<file path="src/rtl/cpu_controller_if.sv">
// Controller <-> datapath control bundle for the simple RISC machine.
// master = controller (drives every datapath control), slave = datapath / instruction source.
interface cpu_controller_if;
    logic [15:0] in;
    logic        load;
    logic        s;
    logic        w;
    logic        err;
    logic [1:0]  wb_sel;
    logic [2:0]  w_addr;
    logic [2:0]  r_addr;
    logic        w_en;
    logic        en_A;
    logic        en_B;
    logic        en_C;
    logic        en_status;
    logic [1:0]  shift_op;
    logic        sel_A;
    logic        sel_B;
    logic [1:0]  ALU_op;
    logic [15:0] sximm8;
    logic [15:0] sximm5;

    modport master (
        input  in, load, s,
        output w, err, wb_sel, w_addr, r_addr, w_en, en_A, en_B, en_C, en_status,
               shift_op, sel_A, sel_B, ALU_op, sximm8, sximm5
    );

    modport slave (
        output in, load, s,
        input  w, err, wb_sel, w_addr, r_addr, w_en, en_A, en_B, en_C, en_status,
               shift_op, sel_A, sel_B, ALU_op, sximm8, sximm5
    );
endinterface

</file>
<file path="src/rtl/cpu_controller.sv">
// Instruction register, decoder and Moore control FSM for the simple RISC datapath.
// Optional macro CTRL_ILLEGAL_TRAP_EN: illegal opcodes halt in HALT with err=1 until reset.
module cpu_controller (
    input  logic              clk,
    input  logic              reset,
    cpu_controller_if.master  ctrl
);

    typedef enum logic [2:0] {
        S_WAIT,
        S_DECODE,
        S_WRIMM,
        S_GETA,
        S_GETB,
        S_ALU,
        S_WRREG
`ifdef CTRL_ILLEGAL_TRAP_EN
        , S_HALT
`endif
    } state_t;

    typedef enum logic [2:0] {
        K_MOVI,
        K_MOVR,
        K_ADD,
        K_CMP,
        K_AND,
        K_MVN,
        K_ILL
    } kind_t;

    typedef struct packed {
        logic       w;
        logic       err;
        logic [1:0] wb_sel;
        logic [2:0] w_addr;
        logic [2:0] r_addr;
        logic       w_en;
        logic       en_a;
        logic       en_b;
        logic       en_c;
        logic       en_status;
        logic [1:0] shift_op;
        logic       sel_a;
        logic [1:0] alu_op;
    } ctrl_t;

    state_t      state_q, state_d;
    logic [15:0] ir_q, ir_d;
    ctrl_t       ctrl_q, ctrl_d;

    // opc_op = {opcode, op} = IR[15:11]
    function automatic kind_t decode_kind(input logic [4:0] opc_op);
        kind_t k;
        case (opc_op)
            5'b110_10: k = K_MOVI;
            5'b110_00: k = K_MOVR;
            5'b101_00: k = K_ADD;
            5'b101_01: k = K_CMP;
            5'b101_10: k = K_AND;
            5'b101_11: k = K_MVN;
            default:   k = K_ILL;
        endcase
        return k;
    endfunction

    // Moore outputs for a state and the IR it operates on.
    function automatic ctrl_t moore_out(input state_t st, input logic [15:0] ir);
        ctrl_t o;
        kind_t k;
        k         = decode_kind(ir[15:11]);
        o         = '0;
        o.w       = (st == S_WAIT);
        o.alu_op  = (ir[15:13] == 3'b101) ? ir[12:11] : 2'b00;
        o.sel_a   = (k == K_MOVR);
        case (st)
            S_WRIMM: begin
                o.w_en   = 1'b1;
                o.wb_sel = 2'b10;
                o.w_addr = ir[10:8];
            end
            S_GETA: begin
                o.r_addr = ir[10:8];
                o.en_a   = 1'b1;
            end
            S_GETB: begin
                o.r_addr   = ir[2:0];
                o.en_b     = 1'b1;
                o.shift_op = ir[4:3];
            end
            S_ALU: begin
                o.shift_op  = ir[4:3];
                o.en_c      = (k != K_CMP);
                o.en_status = (k == K_CMP);
            end
            S_WRREG: begin
                o.w_en     = 1'b1;
                o.wb_sel   = 2'b00;
                o.w_addr   = ir[7:5];
                o.shift_op = ir[4:3];
            end
`ifdef CTRL_ILLEGAL_TRAP_EN
            S_HALT: o.err = 1'b1;
`endif
            default: ;
        endcase
        return o;
    endfunction

    always_comb begin
        state_d = state_q;
        ir_d    = ir_q;
        case (state_q)
            S_WAIT: begin
                if (ctrl.load) ir_d = ctrl.in;
                if (ctrl.s)    state_d = S_DECODE;
            end
            S_DECODE: begin
                case (decode_kind(ir_q[15:11]))
                    K_MOVI:              state_d = S_WRIMM;
                    K_ADD, K_CMP, K_AND: state_d = S_GETA;
                    K_MOVR, K_MVN:       state_d = S_GETB;
`ifdef CTRL_ILLEGAL_TRAP_EN
                    default:             state_d = S_HALT;
`else
                    default:             state_d = S_WAIT;
`endif
                endcase
            end
            S_GETA:  state_d = S_GETB;
            S_GETB:  state_d = S_ALU;
            S_ALU:   state_d = (decode_kind(ir_q[15:11]) == K_CMP) ? S_WAIT : S_WRREG;
            S_WRIMM: state_d = S_WAIT;
            S_WRREG: state_d = S_WAIT;
`ifdef CTRL_ILLEGAL_TRAP_EN
            S_HALT:  state_d = S_HALT;
`endif
            default: state_d = S_WAIT;
        endcase
        // Outputs are registered: compute what the next state will present.
        ctrl_d = moore_out(state_d, ir_d);
    end

    always_ff @(posedge clk) begin
        if (reset) begin
            state_q <= S_WAIT;
            ir_q    <= 16'h0000;
            ctrl_q  <= moore_out(S_WAIT, 16'h0000);
        end else begin
            state_q <= state_d;
            ir_q    <= ir_d;
            ctrl_q  <= ctrl_d;
        end
    end

    // Enables are masked by reset so nothing writes during the reset cycle itself.
    assign ctrl.w         = ctrl_q.w;
    assign ctrl.err       = ctrl_q.err;
    assign ctrl.wb_sel    = ctrl_q.wb_sel;
    assign ctrl.w_addr    = ctrl_q.w_addr;
    assign ctrl.r_addr    = ctrl_q.r_addr;
    assign ctrl.w_en      = ctrl_q.w_en      & ~reset;
    assign ctrl.en_A      = ctrl_q.en_a      & ~reset;
    assign ctrl.en_B      = ctrl_q.en_b      & ~reset;
    assign ctrl.en_C      = ctrl_q.en_c      & ~reset;
    assign ctrl.en_status = ctrl_q.en_status & ~reset;
    assign ctrl.shift_op  = ctrl_q.shift_op;
    assign ctrl.sel_A     = ctrl_q.sel_a;
    assign ctrl.sel_B     = 1'b0;
    assign ctrl.ALU_op    = ctrl_q.alu_op;
    assign ctrl.sximm8    = {{8{ir_q[7]}}, ir_q[7:0]};
    assign ctrl.sximm5    = {{11{ir_q[4]}}, ir_q[4:0]};

endmodule

</file>
<file path="src/flat_wrapper.sv">
// flat-port wrapper written by rule: the top's interface ports become plain ports
module cpu_controller_flat 
  (clk, reset, ctrl_in, ctrl_load, ctrl_s, ctrl_w, ctrl_err, ctrl_wb_sel, ctrl_w_addr, ctrl_r_addr, ctrl_w_en, ctrl_en_A, ctrl_en_B, ctrl_en_C, ctrl_en_status, ctrl_shift_op, ctrl_sel_A, ctrl_sel_B, ctrl_ALU_op, ctrl_sximm8, ctrl_sximm5);
  cpu_controller_if ctrl_i ();
  input  logic clk;
  input  logic reset;
  input wire logic [$bits(ctrl_i.in)-1:0] ctrl_in;
  input wire logic [$bits(ctrl_i.load)-1:0] ctrl_load;
  input wire logic [$bits(ctrl_i.s)-1:0] ctrl_s;
  output wire logic [$bits(ctrl_i.w)-1:0] ctrl_w;
  output wire logic [$bits(ctrl_i.err)-1:0] ctrl_err;
  output wire logic [$bits(ctrl_i.wb_sel)-1:0] ctrl_wb_sel;
  output wire logic [$bits(ctrl_i.w_addr)-1:0] ctrl_w_addr;
  output wire logic [$bits(ctrl_i.r_addr)-1:0] ctrl_r_addr;
  output wire logic [$bits(ctrl_i.w_en)-1:0] ctrl_w_en;
  output wire logic [$bits(ctrl_i.en_A)-1:0] ctrl_en_A;
  output wire logic [$bits(ctrl_i.en_B)-1:0] ctrl_en_B;
  output wire logic [$bits(ctrl_i.en_C)-1:0] ctrl_en_C;
  output wire logic [$bits(ctrl_i.en_status)-1:0] ctrl_en_status;
  output wire logic [$bits(ctrl_i.shift_op)-1:0] ctrl_shift_op;
  output wire logic [$bits(ctrl_i.sel_A)-1:0] ctrl_sel_A;
  output wire logic [$bits(ctrl_i.sel_B)-1:0] ctrl_sel_B;
  output wire logic [$bits(ctrl_i.ALU_op)-1:0] ctrl_ALU_op;
  output wire logic [$bits(ctrl_i.sximm8)-1:0] ctrl_sximm8;
  output wire logic [$bits(ctrl_i.sximm5)-1:0] ctrl_sximm5;
  assign ctrl_i.in = ctrl_in;
  assign ctrl_i.load = ctrl_load;
  assign ctrl_i.s = ctrl_s;
  assign ctrl_w = ctrl_i.w;
  assign ctrl_err = ctrl_i.err;
  assign ctrl_wb_sel = ctrl_i.wb_sel;
  assign ctrl_w_addr = ctrl_i.w_addr;
  assign ctrl_r_addr = ctrl_i.r_addr;
  assign ctrl_w_en = ctrl_i.w_en;
  assign ctrl_en_A = ctrl_i.en_A;
  assign ctrl_en_B = ctrl_i.en_B;
  assign ctrl_en_C = ctrl_i.en_C;
  assign ctrl_en_status = ctrl_i.en_status;
  assign ctrl_shift_op = ctrl_i.shift_op;
  assign ctrl_sel_A = ctrl_i.sel_A;
  assign ctrl_sel_B = ctrl_i.sel_B;
  assign ctrl_ALU_op = ctrl_i.ALU_op;
  assign ctrl_sximm8 = ctrl_i.sximm8;
  assign ctrl_sximm5 = ctrl_i.sximm5;
  cpu_controller u_core (.clk(clk), .reset(reset), .ctrl(ctrl_i));
endmodule
</file>
<file path="config.mk">
export PLATFORM = sky130hd
export DESIGN_NAME = cpu_controller_flat
export DESIGN_NICKNAME = d
export VERILOG_FILES = /design/src/rtl/cpu_controller_if.sv /design/src/rtl/cpu_controller.sv /design/src/flat_wrapper.sv
export SDC_FILE = /design/constraint.sdc
export NUM_CORES = 1
export LEC_CHECK = 0
export CORE_MARGIN = 10
export CORE_UTILIZATION = 42
export CTS_CLUSTER_DIAMETER = 150
export CTS_CLUSTER_SIZE = 30
export DETAILED_ROUTE_END_ITERATION = 8
export PLACE_DENSITY = 0.79
export SETUP_SLACK_MARGIN = 0.05
export SYNTH_ARGS = -nofsm -noshare
export SYNTH_HDL_FRONTEND = slang
export SYNTH_SLANG_ARGS = --single-unit
</file>
<file path="constraint.sdc">
create_clock -name clk -period 2.6 [get_ports clk]
set_input_delay 0.78 -clock clk [delete_from_list [all_inputs] [get_ports clk]]
set_output_delay 0.78 -clock clk [all_outputs]
set_load 0.05 [all_outputs]
</file>
# Word-level counts from Yosys, hierarchy flattened
# Index checks and enable logic that the tools add are counted.
# classes
n_eq_ne	31
mux	15
n_bitwise	9
n_reduce_logical	10
# ops
cell	n
5-bit equality test (second input constant)	12
3-bit one-hot mux with 6 select lines	2
16-bit two-way mux	2
3-bit equality test (second input constant)	8
3-bit by 2-bit equality test with 1-bit output (second input constant)	7
3-bit one-hot mux with 5 select lines	1
3-bit two-way mux	4
5-bit one-hot mux with 2 select lines	1
2-bit OR reduction	5
3-bit by 1-bit equality test with 1-bit output (second input constant)	3
3-bit logical NOT	3
3-bit one-hot mux with 3 select lines	1
3-bit one-hot mux with 2 select lines	1
3-bit OR reduction	2
1-bit bitwise AND	5
1-bit NOT	4
1-bit two-way mux	3
3-bit by 2-bit != test with 1-bit output (second input constant)	1
# word_totals
regBits	38
input_bits	20
out_inout_bits	53
elab_cells	79

# Depth between registers and ports, before layout
# logic_depth
ltp_word	11
ltp_mapped	6

# Worst setup path before layout
# No wires, ideal clock.
# synth_timing
path_kind	in2out
from	input port reset
to	output port ctrl_en_A
arrival_time_ps	1832
t_required_ps	1820
path_slack_ps	-12
cell_stages	3
path_buffers	2
cell_sequence	clkbuf_1 > clkbuf_1 > nor2b_1
# synth_between
elab_chain_cells	2
# synth_lines
item	line_no	source
from (decl)	flat_wrapper.sv:6	input logic reset;
1-bit NOT	cpu_controller.sv:163	assign ctrl.en_A = ctrl_q.en_a & ~reset;
1-bit bitwise AND	cpu_controller.sv:163	
to (decl)	flat_wrapper.sv:16	output wire logic [$bits(ctrl_i.en_A)-1:0] ctrl_en_A;
# No other way between the ends.

# Worst setup path after layout
# layout_timing
from	register u_core.ir_q[4]
to	output port ctrl_sximm5[12]
# layout_rtl
item	line_no	source
from (decl)	cpu_controller.sv:49	logic [15:0] ir_q, ir_d;
from (signal assigned)	cpu_controller.sv:151	ir_q <= ir_d;
to (decl)	flat_wrapper.sv:25	output wire logic [$bits(ctrl_i.sximm5)-1:0] ctrl_sximm5;
# No word-level cell between the ends.

==> run summary <==
The critical path data required time is approximately 1800 ps. For this run, the total global-route usage over all layers was measured as 0.1141. The share of total power dissipated in combinational logic is 0.247. The tool flagged a number of max-cap violations equal to 0.

The switching fraction of total power is 0.3188. The synthesis-to-finish area growth is 36.30%. The run finished with clean final reports.

In the post-route analysis, the smallest setup slack over all paths is 120.3 ps. Of the cells placed in the final design, the portion with a size suffix greater than 1 is 0.1491. The total number of placement rows came out at 23. The final layout contains routed wiring with a total length of around 4100 um. The core footprint is just over 4000 sq um. The number of clock buffers inserted by TritonCTS is 5. The count of hold buffers inserted by post-cts repair is 0. The number of buffers between clock root and the deepest sink came out at 2. The total power density per cell area is 547.8 nW/um^2. The detailed-router iteration count before antenna repair came out at 4. The post-synthesis area per instance is ~9.2 sq um. Grouping stages by cell kind, the critical path spends the most delay in buffers and inverters.

The H-tree depth came out at 2. The maximum number of pins on one net before global-route repair is 16. The count of unresolved DRC violations after routing came out at 0. The number of pins exceeding their max-slew limit in the final report is 0. Clock latency on the worst-skew pair, taken at its later pin, is just under 300 ps. The min-delay analysis places its worst path in the category reg2reg. The clock transition at the register clock pins on the worst setup and hold paths after CTS is 70 ps. For this run, the number of Yosys warnings is 0. The violation count after the first detailed-route iteration came out at 50. The number of vias per cell after detailed routing is approximately 4.6. The clock period minus worst slack is about 2500 ps.

CTS placed an instance of sky130_fd_sc_hd__clkbuf_8 at the clock tree root. Setup repair after global routing left no endpoint under its margin. The first global-routing pass estimated ~7000 um of wire.

The share of the clock period used by the worst path came out at 0.9537. After routing, the total negative slack on setup checks comes to 0 ps. The internal cell power is 894.2 uW. The initial standard-cell utilization of the core is 0.4363.

TritonCTS built the clock tree. The total inserted antenna cells is 0. Setup violations remaining at the end of the flow were counted as 0.

The library cells used most frequently in the layout, excluding fill and tap cells, are sky130_fd_sc_hd__clkdlybuf4s50_1, sky130_fd_sc_hd__dfxtp_1, sky130_fd_sc_hd__nor2_1. The number of clock sinks seen by CTS came out at 37. After global routing the overflow that remains totals 0. The slew at the pin closest to its max-slew limit came out at around 530 ps. The distinct cell type count of the synthesized netlist is 35. The average wire per cell in the routed design is 14.62 um. Timing would allow up to ~400 MHz. The number of nets with antenna violations after routing is 0.

IR analysis of the VDD net gives a maximum drop of approximately 0.00024 V. The leakage power total came out at 0.001090 uW. The count of filler cells inserted in the layout came out at 347. Measured against its own limit, the worst slew margin works out to 0.6449. The number of antenna violations at the first check in global routing is 0.

The routability congestion estimate from global placement came out at about 0.85. The worst setup slack before clock tree synthesis came out at -8.475 ps. Of all nets on the critical path, the largest fanout is 14. The part of the power in registers came out at 0.461. The total of buffers placed on input and output ports came out at a little under 70.

The post-route core utilization came out at 0.5947. STA classifies the critical path startpoint as a flip-flop. After synthesis the cells add up to roughly 1800 sq um. The part of the total power dissipated in the clock network came out at 0.293. For this run, the register share of the synthesized area comes to 0.4214. The count of mapped cells out of synthesis came out at around 190. The final hold violation count came out at 0. By startpoint and endpoint, the worst setup path is classified as reg2out. The number of global-route vias before repair was ~1400.

Together, buffers and inverters on the worst path number 1. Across all layers, the routed design uses 1282 vias. The die covers a little over 7000 sq um.

The post-synthesis sequential element count is 37. The library cell used most frequently in the layout, excluding fill and tap cells, is sky130_fd_sc_hd__clkdlybuf4s50_1. The HPWL reported at the end of detailed placement came out at approximately 3300 um. The analysis attributes to net switching a power of 418.5 uW. Traced cell by cell, the critical path runs through clkdlybuf4s50_1. The net count of the finished layout is between 200 and 250. The total chip power is between 1000 and 1500 uW. On the critical path, the stage with the largest delay is an instance of sky130_fd_sc_hd__clkdlybuf4s50_1. The die width came out at roughly 85 um. The critical path data arrival time is ~1700 ps.

The endpoint type of the worst setup path is a primary output. Measured along the y axis, the die boundary spans 84.70 um. The largest single stage delay on the critical path is ~880 ps. The clock skew is ~6.3 ps. The number of I/O pins came out at 73.
worst register-to-register path: stages (launching register included):
cell and delay [ps]:
sky130_fd_sc_hd__dfxtp_1 390, sky130_fd_sc_hd__nor4b_4 420, sky130_fd_sc_hd__buf_4 230, sky130_fd_sc_hd__mux2i_1 230
sky130_fd_sc_hd__nor4b_2 270, sky130_fd_sc_hd__and3b_1 200
layer usage:
metal,up-vias,share of wire,GRT usage
met3,7,0.076,0.04444
met5,-,0,0
met1,567,0.42,0.1285
met2,45,0.49,0.1908
li1,663,-,-
met4,0,0.012,0.04042
per-stage QoR:
stage / instance area [sq um] / hold slack, ps / instances
3_3_place_gp: 2281 / 470.6 / 270
5_1_grt: 2396 / 515.2 / 278
6_report: 2396 / 483.2 / 278
3_5_place_dp: 2281 / 476.5 / 270
4_1_cts: 2374 / 487.2 / 278
2_1_floorplan: 1765 / 458.7 / 193
sequential cells by signal, indices dropped and copies added (netlist names):
signal                count
u_core.ctrl.ALU_op        2
u_core.ctrl.r_addr        3
u_core.ctrl.sel_A         1
u_core.ctrl.shift_op      2
u_core.ctrl.w             1
u_core.ctrl.w_addr        3
u_core.ctrl.wb_sel        1
u_core.ctrl_q             5
u_core.ir_q              16
u_core.state_q            3
final timing paths:
| kind | from | to | slack [ps] | cells past startpoint |
|---|---|---|---|---|
| worst min register to register | u_core.ir_q[10] | u_core.ir_q[10] | 480 | 2 |
| worst max register to register | u_core.state_q[2] | u_core.ctrl_q[5] | 820 | 5 |
| worst max-delay path | u_core.ir_q[4] | ctrl_sximm5[12] | 120 | 1 |
| worst min-delay path | u_core.ir_q[10] | u_core.ir_q[10] | 480 | 2 |
repair_timing:
item | 4_1_cts | 5_1_grt
buffers inserted | 0 | 0
setup endpoints to repair | 5 | 13
gates resized for setup | 4 | 9
pin swaps | 0 | 0
synthesized netlist by cell type:
master,number,area [sq um]
sky130_fd_sc_hd__nand2_1,14,52.55
sky130_fd_sc_hd__and3_1,2,12.51
sky130_fd_sc_hd__nand4_1,1,6.260
sky130_fd_sc_hd__nor2_2,1,6.260
sky130_fd_sc_hd__nor4b_2,2,30.03
sky130_fd_sc_hd__clkbuf_1,5,18.77
sky130_fd_sc_hd__nor2_1,17,63.81
sky130_fd_sc_hd__o22ai_1,2,12.51
sky130_fd_sc_hd__nand4b_1,3,26.28
sky130_fd_sc_hd__dfxtp_1,37,740.7
sky130_fd_sc_hd__mux2i_1,11,110.1
sky130_fd_sc_hd__o2bb2ai_1,2,17.52
sky130_fd_sc_hd__and3b_1,1,8.760
sky130_fd_sc_hd__a31o_2,1,8.760
sky130_fd_sc_hd__o21ai_0,2,10.01
sky130_fd_sc_hd__a21oi_1,6,30.03
sky130_fd_sc_hd__conb_1,1,3.750
sky130_fd_sc_hd__or3_4,1,11.26
sky130_fd_sc_hd__nor4b_1,1,8.760
sky130_fd_sc_hd__o211ai_1,1,7.510
sky130_fd_sc_hd__and2_1,2,12.51
sky130_fd_sc_hd__nor4_1,2,12.51
sky130_fd_sc_hd__nor3_1,4,20.02
sky130_fd_sc_hd__inv_1,3,11.26
sky130_fd_sc_hd__nor2b_1,8,50.05
sky130_fd_sc_hd__a32oi_1,1,8.760
sky130_fd_sc_hd__or2_2,1,6.260
sky130_fd_sc_hd__nand2b_1,1,6.260
sky130_fd_sc_hd__nand3b_1,3,22.52
sky130_fd_sc_hd__nand3_1,2,10.01
sky130_fd_sc_hd__nand2b_4,1,13.76
sky130_fd_sc_hd__and2b_1,1,7.510
sky130_fd_sc_hd__buf_4,48,360.4
sky130_fd_sc_hd__and4b_1,1,10.01
sky130_fd_sc_hd__a32o_1,2,20.02
cell type report:
class,count,area [sq um],share of cell area
Clock buffer,5,68.82,0.02872
Clock inverter,3,17.52,0.007311
Inverter,3,11.26,0.004700
Multi-Input combinational cell,100,650.6,0.2715
Sequential cell,37,740.7,0.3091
Tap cell,50,62.56,0.02611
Timing Repair Buffer,80,844.6,0.3525
cell families (layout without fill, tap and decap cells):
family | Yosys count | in the layout | synth area share
buffers and inverters | 56 | 91 | 0.2221
and+or+nand+nor | 69 | 69 | 0.2263
muxes | 11 | 11 | 0.06264
other | 1 | 3 | 0.002133
DFF | 37 | 37 | 0.4214
AOI/OAI and AO/OA | 17 | 17 | 0.06549
power by group through the flow:
stage          combinational [uW]  sequential, uW  clock, uW
2_1_floorplan                 243             618          0
3_3_place_gp                  323             617          0
3_5_place_dp                  326             618          0
4_1_cts                       327             605        389
5_1_grt                       342             608        418
6_report                      324             605        384
(Power assumes the default switching activity.)
